`src/rtl/instr_fetch_if.sv`:
```
// Bundle of the program-load, handshake and status signals of the
// instruction fetch unit. The fetch unit is the slave; whatever feeds it
// (parse stage, loader, testbench) is the master.
interface instr_fetch_if #(
   parameter int IMEM_DEPTH = 64
);
   localparam int AW = (IMEM_DEPTH > 1) ? $clog2(IMEM_DEPTH) : 1;

   logic          prog_we;
   logic [AW-1:0] prog_addr;
   logic [31:0]   prog_data;
   logic          branch_taken;
   logic [63:0]   branch_offset;
   logic          instr_ready;
   logic          instr_valid;
   logic [31:0]   instr;
   logic [63:0]   pc;
   logic          halted;
   logic [31:0]   instr_count;

   modport master (
      output prog_we, prog_addr, prog_data,
      output branch_taken, branch_offset, instr_ready,
      input  instr_valid, instr, pc, halted, instr_count
   );

   modport slave (
      input  prog_we, prog_addr, prog_data,
      input  branch_taken, branch_offset, instr_ready,
      output instr_valid, instr, pc, halted, instr_count
   );
endinterface

```
`src/rtl/instr_fetch.sv`:
```
// Instruction fetch unit: small word-addressed instruction memory plus a
// fetch FSM that presents one instruction at a time to the parse stage and
// advances (sequentially or by a branch offset) on each accept.
//
// state   | meaning
// --------+------------------------------------------------------------
// S_IDLE  | after reset; nothing presented, first fetch issued next edge
// S_FETCH | instr/pc presented (instr_valid=1), waiting for instr_ready
// S_HALT  | next pc was misaligned or outside memory; stopped until reset
module instr_fetch #(
   parameter int          IMEM_DEPTH = 64,
   parameter logic [63:0] RESET_PC   = 64'h0
) (
   input  logic           clk,
   input  logic           reset,
   instr_fetch_if.slave   bus
);
   localparam int AW = (IMEM_DEPTH > 1) ? $clog2(IMEM_DEPTH) : 1;

   localparam logic [1:0] S_IDLE  = 2'd0;
   localparam logic [1:0] S_FETCH = 2'd1;
   localparam logic [1:0] S_HALT  = 2'd2;

   localparam logic [AW-1:0] RST_IDX = RESET_PC[AW+1:2];

   logic [31:0]   mem_q [IMEM_DEPTH];

   logic [1:0]    state_q, state_d;
   logic          valid_q, valid_d;
   logic          halted_q, halted_d;
   logic [63:0]   pc_q, pc_d;
   logic [31:0]   instr_q, instr_d;
   logic [31:0]   count_q, count_d;

   logic          accept;
   logic [63:0]   npc;
   logic          npc_ok;
   logic [AW-1:0] npc_idx;

   // Program port: writes are honoured in every state, reset included, and
   // the array is never cleared. Fetch reads below see the pre-write word
   // on a colliding edge because the array only updates at the edge.
   always_ff @(posedge clk) begin
      if (bus.prog_we) begin
         mem_q[bus.prog_addr] <= bus.prog_data;
      end
   end

   // Next-pc arithmetic: branch offset is in words, wraps modulo 2^64; a
   // target is usable only if word-aligned and inside the memory.
   always_comb begin
      accept  = (state_q == S_FETCH) && valid_q && bus.instr_ready;
      npc     = bus.branch_taken ? (pc_q + (bus.branch_offset << 2))
                                 : (pc_q + 64'd4);
      npc_ok  = (npc[1:0] == 2'b00) && (npc[63:AW+2] == '0);
      npc_idx = npc[AW+1:2];
   end

   // Fetch FSM next-state and output-register next values.
   always_comb begin
      state_d  = state_q;
      valid_d  = valid_q;
      halted_d = halted_q;
      pc_d     = pc_q;
      instr_d  = instr_q;
      count_d  = count_q;
      case (state_q)
         S_IDLE: begin
            state_d = S_FETCH;
            valid_d = 1'b1;
            pc_d    = RESET_PC;
            instr_d = mem_q[RST_IDX];
         end
         S_FETCH: begin
            if (accept) begin
               if (count_q != 32'hFFFF_FFFF) begin
                  count_d = count_q + 32'd1;
               end
               if (npc_ok) begin
                  pc_d    = npc;
                  instr_d = mem_q[npc_idx];
               end else begin
                  // pc/instr deliberately keep the last presented values
                  state_d  = S_HALT;
                  valid_d  = 1'b0;
                  halted_d = 1'b1;
               end
            end
         end
         S_HALT: begin
            valid_d  = 1'b0;
            halted_d = 1'b1;
         end
         default: begin
            state_d = S_IDLE;
            valid_d = 1'b0;
         end
      endcase
   end

   // State registers; reset wins over any accept on the same edge.
   always_ff @(posedge clk) begin
      if (reset) begin
         state_q  <= S_IDLE;
         valid_q  <= 1'b0;
         halted_q <= 1'b0;
         pc_q     <= RESET_PC;
         instr_q  <= 32'h0;
         count_q  <= 32'h0;
      end else begin
         state_q  <= state_d;
         valid_q  <= valid_d;
         halted_q <= halted_d;
         pc_q     <= pc_d;
         instr_q  <= instr_d;
         count_q  <= count_d;
      end
   end

   assign bus.instr_valid = valid_q;
   assign bus.halted      = halted_q;
   assign bus.pc          = pc_q;
   assign bus.instr       = instr_q;
   assign bus.instr_count = count_q;

endmodule

```
`src/flat_wrapper.sv`:
```
// flat-port wrapper written by rule: the top's interface ports become plain ports
module instr_fetch_flat 
#(
   parameter int          IMEM_DEPTH = 64,
   parameter logic [63:0] RESET_PC   = 64'h0
)
  (clk, reset, bus_prog_we, bus_prog_addr, bus_prog_data, bus_branch_taken, bus_branch_offset, bus_instr_ready, bus_instr_valid, bus_instr, bus_pc, bus_halted, bus_instr_count);
  instr_fetch_if #(.IMEM_DEPTH(IMEM_DEPTH)) bus_i ();
  input  logic clk;
  input  logic reset;
  input wire logic [$bits(bus_i.prog_we)-1:0] bus_prog_we;
  input wire logic [$bits(bus_i.prog_addr)-1:0] bus_prog_addr;
  input wire logic [$bits(bus_i.prog_data)-1:0] bus_prog_data;
  input wire logic [$bits(bus_i.branch_taken)-1:0] bus_branch_taken;
  input wire logic [$bits(bus_i.branch_offset)-1:0] bus_branch_offset;
  input wire logic [$bits(bus_i.instr_ready)-1:0] bus_instr_ready;
  output wire logic [$bits(bus_i.instr_valid)-1:0] bus_instr_valid;
  output wire logic [$bits(bus_i.instr)-1:0] bus_instr;
  output wire logic [$bits(bus_i.pc)-1:0] bus_pc;
  output wire logic [$bits(bus_i.halted)-1:0] bus_halted;
  output wire logic [$bits(bus_i.instr_count)-1:0] bus_instr_count;
  assign bus_i.prog_we = bus_prog_we;
  assign bus_i.prog_addr = bus_prog_addr;
  assign bus_i.prog_data = bus_prog_data;
  assign bus_i.branch_taken = bus_branch_taken;
  assign bus_i.branch_offset = bus_branch_offset;
  assign bus_i.instr_ready = bus_instr_ready;
  assign bus_instr_valid = bus_i.instr_valid;
  assign bus_instr = bus_i.instr;
  assign bus_pc = bus_i.pc;
  assign bus_halted = bus_i.halted;
  assign bus_instr_count = bus_i.instr_count;
  instr_fetch #(.IMEM_DEPTH(IMEM_DEPTH), .RESET_PC(RESET_PC)) u_core (.clk(clk), .reset(reset), .bus(bus_i));
endmodule
```
`config.mk`:
```
export PLATFORM = sky130hd
export DESIGN_NAME = instr_fetch_flat
export DESIGN_NICKNAME = d
export VERILOG_FILES = /design/src/rtl/instr_fetch_if.sv /design/src/rtl/instr_fetch.sv /design/src/flat_wrapper.sv
export SDC_FILE = /design/constraint.sdc
export NUM_CORES = 2
export LEC_CHECK = 0
export ABC_AREA = 1
export CELL_PAD_IN_SITES_DETAIL_PLACEMENT = 1
export CELL_PAD_IN_SITES_GLOBAL_PLACEMENT = 2
export CORE_ASPECT_RATIO = 0.7
export CORE_MARGIN = 1.5
export CORE_UTILIZATION = 26
export CTS_CLUSTER_SIZE = 8
export DETAILED_ROUTE_END_ITERATION = 8
export PLACE_DENSITY_LB_ADDON = 0.1
export SLEW_MARGIN = 20
export SYNTH_ARGS = -nofsm -noshare
export SYNTH_HDL_FRONTEND = slang
export SYNTH_SLANG_ARGS = --single-unit
```
`constraint.sdc`:
```
create_clock -name clk -period 5.03 [get_ports clk]
set_clock_uncertainty 0.15 [all_clocks]
set_input_delay 0.7545 -clock clk [delete_from_list [all_inputs] [get_ports clk]]
set_output_delay 0.7545 -clock clk [all_outputs]
set_load 0.005 [all_outputs]
```
-- Word-level counts from Yosys, hierarchy flattened
Memories as Yosys holds them, arrays and structs flattened.
Cells that the tools add are included.
- bits in registers: 132
- RAM bits: 2048
- bits of input ports: 107
- output and inout bits: 130
- word-level logic and storage cells: 48
- memories: 1
- memories (memory ; depth ; bits a word ; rd ports ; clocked after memory_dff ; write ports ; RTL line ; RTL):
    u_core.mem_q ; 64 ; 32 ; 2 ; 0 ; 1 ; instr_fetch.sv:26 ; logic [31:0] mem_q [IMEM_DEPTH];
- add/subtract/negate cells: 3
- equality and inequality tests: 6
- muxes and demuxes: 18
- bitwise gates (word level): 1
- reduce and logical (&&, ||, !) cells: 13
- operator list (kind ; count):
    64-bit 2-to-1 mux ; 3
    64-bit one-hot mux with 2 select lines ; 1
    64-bit by 3-bit adder with 64-bit output, second input constant ; 1
    64-bit adder ; 1
    32-bit 2-to-1 mux ; 2
    32-bit one-hot mux with 2 select lines ; 1
    56-bit logical NOT ; 1
    32-bit by 1-bit adder with 32-bit output, second input constant ; 1
    32-bit inequality test, second input constant ; 1
    3-bit AND reduction ; 4
    1-bit 2-to-1 mux ; 6
    2-bit one-hot mux with 3 select lines ; 1
    2-bit logical NOT ; 2
    2-bit 2-to-1 mux ; 2
    2-bit by 1-bit inequality test with 1-bit output, second input constant ; 2
    1-bit one-hot mux with 2 select lines ; 2
    2-bit nonzero test ; 2
    1-bit logical AND ; 3
    2-bit by 1-bit equality test with 1-bit output, second input constant ; 1
    2-bit equality test, second input constant ; 1
    2-bit inequality test, second input constant ; 1
    2-bit AND reduction ; 1
    1-bit NOT ; 1

-- Logic depth before layout (Yosys ltp)
- word-level depth: 7
- gate-level depth with buffers: 29

-- Worst setup path after synthesis
No wires, ideal clock.
- kind: input port to flip-flop
- start: input bus_branch_taken
- end: register u_core.instr_q[26], in the netlist u_core.bus.instr[26]
- library setup time: 0.064 ns
- arrival time: 3.824 ns
- required time: 4.816 ns
- slack: 0.992 ns
- stages: 20
- path through: clkbuf_1 -> clkbuf_1 -> nand2_1 -> ha_1 -> inv_1 -> fa_1 -> clkbuf_1 -> inv_1 -> buf_2 -> buf_2 -> clkbuf_1 -> clkbuf_1 -> o21ai_0 -> o22ai_1 -> nor2_1 -> o22ai_1 -> nand2_1 -> a31oi_1 -> a21oi_2 -> nor2_1
- cells in the longest elaborated chain, start to end: 5
- elaborated cells on any way between the ends: 10
- those cells by class: eq/ne: 1; mux: 4; reduce/logical: 4; memory: 1
- ends and longest elaborated chain (what ; RTL line ; RTL):
    start, declared ; flat_wrapper.sv:14 ; input wire logic [$bits(bus_i.branch_taken)-1:0] bus_branch_taken;
    64-bit 2-to-1 mux * ; instr_fetch.sv:53 ; npc = bus.branch_taken ? (pc_q + (bus.branch_offset << 2))
    memory 64 x 32 bit, or another cell as far along ; -- ;
    32-bit 2-to-1 mux or 1-bit logical AND (tied branches) ; instr_fetch.sv:79, instr_fetch.sv:55 ;
    32-bit 2-to-1 mux or 2-bit by 1-bit inequality test with 1-bit output (tied branches) ; -- ;
    32-bit one-hot mux with 2 select lines or 3-bit AND reduction (tied branches) ; -- ;
    end signal, assigned ; instr_fetch.sv:115 ; instr_q <= instr_d;
    end, declared ; instr_fetch.sv:32 ; logic [31:0] instr_q, instr_d;
Mark *: on every way between the ends. The rest lies on a longest branch, timed or not. The select of a mux whose other input is x is not followed.
A chain may end at the register's enable or synchronous reset.

-- Worst setup path after layout
- start: input bus_branch_offset[0]
- end: register u_core.instr_q[8], in the netlist u_core.bus.instr[8]
- cells in the longest elaborated chain, start to end: 6
- elaborated cells on any way between the ends: 10
- those cells by class: add/sub: 1; eq/ne: 1; mux: 4; reduce/logical: 3; memory: 1
- ends and longest elaborated chain (what ; RTL line ; RTL):
    start, declared ; flat_wrapper.sv:15 ; input wire logic [$bits(bus_i.branch_offset)-1:0] bus_branch_offset;
    64-bit adder * ; instr_fetch.sv:53 ;
    64-bit 2-to-1 mux * ; instr_fetch.sv:53 ;
    memory 64 x 32 bit or 56-bit logical NOT (tied branches) ; -- ;
    32-bit 2-to-1 mux or 1-bit logical AND (tied branches) ; instr_fetch.sv:79, instr_fetch.sv:55 ;
    32-bit 2-to-1 mux or 2-bit by 1-bit inequality test with 1-bit output (tied branches) ; -- ;
    32-bit one-hot mux with 2 select lines or 3-bit AND reduction (tied branches) ; -- ;
Marked as above.

==> impl_metrics.toml <==
[critical_path]
r2r_start = "u_core.bus.pc[2]"
reg2reg_to = "u_core.bus.instr[8]"
reg2reg_depth = 18
critical_path_peak_fanout = 28
cp_data_required_time_ns = 5.68
criticalPathCategory = "in -> reg"
arrival_ns = 5.37
rrSetupSlack_ns = 0.43
crit_path_start_kind = "input pin"
endpoint_kind = "flop"

[layout]
layout-drive-gt1-share_pct = 12.8
fin_cells = 13355
seqCellArea_sq_um = 64100
finalNetCount = 8785
multi_input_area_sq_um = 24100
nFillCells = 37646
post-route-util_pct = 32.3
final_area_sq_um = 113000
areaGrowthSynthToFinish_pct = 23.4

[sta]
whs_ns = 0.302
slew_headroom_pct = 29.8
slew_violations = 0
setup_viol = 0
post-route-min-period_ns = 4.72
fin_crit_sh_pct = 93.9
tightestPinTransition_ns = 1.05
rsz0062_at_grt = "no"
hold_viol_final = 0
fmax_ghz = 0.212

[hold_path]
hold_depth = 2
holdPathEnd = "u_core.bus.pc[39]"
hold_class = "in -> reg"
hold_start = "reset"

[clock_network]
clk_latency_ns = 0.90
cts_resized = 0
cts_root_buffer = "clkbuf_16"
cts_setup_buffers = 0
cts_made_buffers = 316
clock_sinks = 2178
cts_max_level = 5
clk_pin_slew_ns = 0.05
cts_tree = "done"
clockBufferDepth = 4
holdBufCountCts = 0

[logic_synthesis]
synth-seq-area-share_pct = 70.3
synth-simple-area-share_pct = 11.8
syn_inst = 7949
ys_types = 50
yosysTopAreaCell = "edfxtp_1"
synth_area_leaders = "edfxtp_1, o21ai_0, nor2_1"
synth_compound_area_share_pct = 12.9
synth_ff_type = "edfxtp_1"
synth_edf_count = 2048
synthXorXnorAreaFrac_pct = 0.306
synthMuxAreaShare_pct = 0
synth_top_family_by_area = "compound AO/OA/AOI/OAI gates"
netlist_area_sq_um = 91200
ys_warn_count = 0
async_flop_share_pct = 0
synth-seq-cells = 2178
postSynthAreaPerCell_sq_um = 11.5
synth_top_area_share_pct = 67.4
synth_fa_ha_area_share_pct = 0.873

[routing]
drt_iter0_markers = 6016
vias = 66319
route.met3.wl_um = 20000
wl_met1_um = 194000
drt_wl_total_um = 381000
highest_layer = "met5"
ant_nets = 0
met2_length_um = 159000
firstDrtPassIters = 5
avgRoutedWirePerCell_um = 28.6
viasPerCell = 4.97
drc = 0

[place]
port_buffers = 232
dpl_cell_area_sq_um = 104000
place_congestion = 0.814
dp_cells = 12963
hpwl_um = 240000

[floorplanning]
design.die.area_sq_um = 354000
initial_utilization_pct = 26.2
core-area_sq_um = 348000
die_w_um = 711
placementRows = 181
ios = 237
die_h_um = 498

[pwr]
p_total_mw = 43.2
p_switching_mw = 10.5
powerDensity_nw_per_um2 = 384
swShare_pct = 24.2
pwr-share-clk_pct = 45.2
p_int_mw = 32.7
seqPwrFrac_pct = 46.4
p_leak_nw = 38.3
ir_worst_vdd_mv = 0.243
power_frac_comb_pct = 8.4

[global_route]
antenna_found_initial = 32
grt_pass1_vias = 66925
grt_overflow = 0
grt.total_usage_pct = 21.0
grt_max_degree = 100
grt_pass1_wl_um = 532000

[status]
status = "complete, no violations"

[flow_run]
drv_cap = 0
## power groups by stage
| stage | clock [mW] | sequential [mW] | combinational, mW |
|---|---|---|---|
| 6_report | 19.5 | 20.0 | 3.63 |
| 4_1_cts | 20.1 | 20.0 | 3.69 |
| 5_1_grt | 20.6 | 20.0 | 3.92 |
| 2_1_floorplan | 0 | 20.4 | 1.42 |
| 3_3_place_gp | 0 | 20.4 | 3.67 |
| 3_5_place_dp | 0 | 20.4 | 3.68 |
## state kept, by name (all words and copies together), names as in the netlist
name,cells
u_core.mem_q,2048
u_core.bus.pc,62
u_core.bus.instr,32
u_core.bus.instr_count,32
u_core.state_q,2
u_core.bus.halted,1
u_core.bus.instr_valid,1
## worst max-delay path, stage by stage
cell and delay, ns:
clkdlybuf4s50_1 0.47, inv_1 0.04, nand2_1 0.14, ha_4 0.16, inv_1 0.05, fa_4 1.01
buf_12 0.31, buf_12 0.21, buf_4 0.15, o21ai_0 0.08, o22ai_1 0.19, nor2_1 0.06
o22ai_1 0.16, buf_4 0.19, nor2_1 0.05, a31oi_1 0.55, buf_4 0.22, o221ai_1 0.11
buf_4 0.18, and2_1 0.15, nor2_1 0.08
## placed cells by master (no fill, tap or decap), drive strengths merged, types with 2 or more instances in the layout
| master | netlist | final |
|---|---|---|
| a32o | 56 | 56 |
| clkbuf | 375 | 373 |
| a21oi | 223 | 223 |
| nor3b | 60 | 60 |
| and2 | 5 | 5 |
| a21o | 2 | 2 |
| nand3 | 105 | 105 |
| nor3 | 32 | 32 |
| dfxtp | 130 | 130 |
| o22ai | 524 | 524 |
| edfxtp | 2048 | 2048 |
| diode | 0 | 7 |
| ha | 62 | 62 |
| a31oi | 29 | 29 |
| o221ai | 26 | 26 |
| xor2 | 13 | 13 |
| o21a | 4 | 4 |
| xnor2 | 18 | 18 |
| o21ai | 1229 | 1229 |
| clkdlybuf4s50 | 0 | 198 |
| nor4 | 6 | 6 |
| and3 | 2 | 2 |
| inv | 404 | 411 |
| buf | 108 | 632 |
| o21bai | 16 | 16 |
| nor2 | 1421 | 1421 |
| nand2 | 991 | 991 |
| nand3b | 17 | 17 |
| nand4 | 34 | 34 |
| conb | 1 | 2 |
| clkinv | 2 | 6 |
## cell families (layout without fill, tap and decap cells)
family                   after synthesis  in the layout
flip-flops                          2178           2178
AND/OR/NAND/NOR                     2673           2673
XOR/XNOR                              31             31
AO/OA/AOI/OAI                       2114           2114
adder cells (fa/ha/maj)               63             63
buffers and inverters                889           1621
other                                  1              9
## synth_stat cells, types with 4 or more instances
| master | number |
|---|---|
| edfxtp_1 | 2048 |
| nor2_1 | 1401 |
| o21ai_0 | 1227 |
| nand2_1 | 987 |
| o22ai_1 | 524 |
| inv_1 | 383 |
| clkbuf_1 | 375 |
| a21oi_1 | 216 |
| dfxtp_1 | 130 |
| nand3_1 | 100 |
| buf_2 | 82 |
| ha_1 | 62 |
| nor3b_1 | 60 |
| a32o_1 | 56 |
| nand4_1 | 34 |
| nor3_1 | 30 |
| a31oi_1 | 29 |
| o221ai_1 | 26 |
| inv_2 | 21 |
| xnor2_1 | 18 |
| nand3b_1 | 17 |
| nor2_2 | 17 |
| o21bai_1 | 16 |
| buf_1 | 14 |
| xor2_1 | 12 |
| a21oi_2 | 7 |
| buf_4 | 6 |
| and2_1 | 5 |
| buf_6 | 5 |
| nand3_2 | 5 |
| o21a_1 | 4 |
## layout make-up
type	instances	share of cell area [%]
antenna	7	0.0156
clock buffer	373	7.44
clock inverter	12	0.129
inverter	406	1.38
multi-input combinational	4883	21.4
sequential	2178	57.0
tap	4666	5.19
timing repair buffer	830	7.45
## routing by layer
metal | GRT usage [%] | up-vias
met1 | 32.8 | 34281
met2 | 30.4 | 1755
met4 | 4.59 | 2
met5 | 0 | -
met3 | 2.94 | 426
li1 | - | 29855
## worst max-delay path by stage
stage / start / endpoint / slack, ns
after detailed placement: bus_branch_offset[0] / u_core.bus.instr[8] / -0.56
after floorplan: bus_branch_taken / u_core.bus.instr[26] / 0.99
after global routing: bus_branch_offset[0] / u_core.bus.instr[8] / 0.20
after CTS: bus_branch_offset[0] / u_core.bus.instr[8] / 0.34
after global placement: bus_branch_offset[0] / u_core.bus.instr[29] / -0.65
final: bus_branch_offset[0] / u_core.bus.instr[8] / 0.31
## per-stage QoR
| step | setup WS, ns | setup TNS [ns] |
|---|---|---|
| after floorplan | 0.992 | 0 |
| after global placement | -0.652 | -15.93 |
| after detailed placement | -0.561 | -17.10 |
| after CTS | 0.343 | 0 |
| after global routing | 0.196 | 0 |
| final | 0.308 | 0 |
Note: power is estimated with default switching activity, not from simulation.
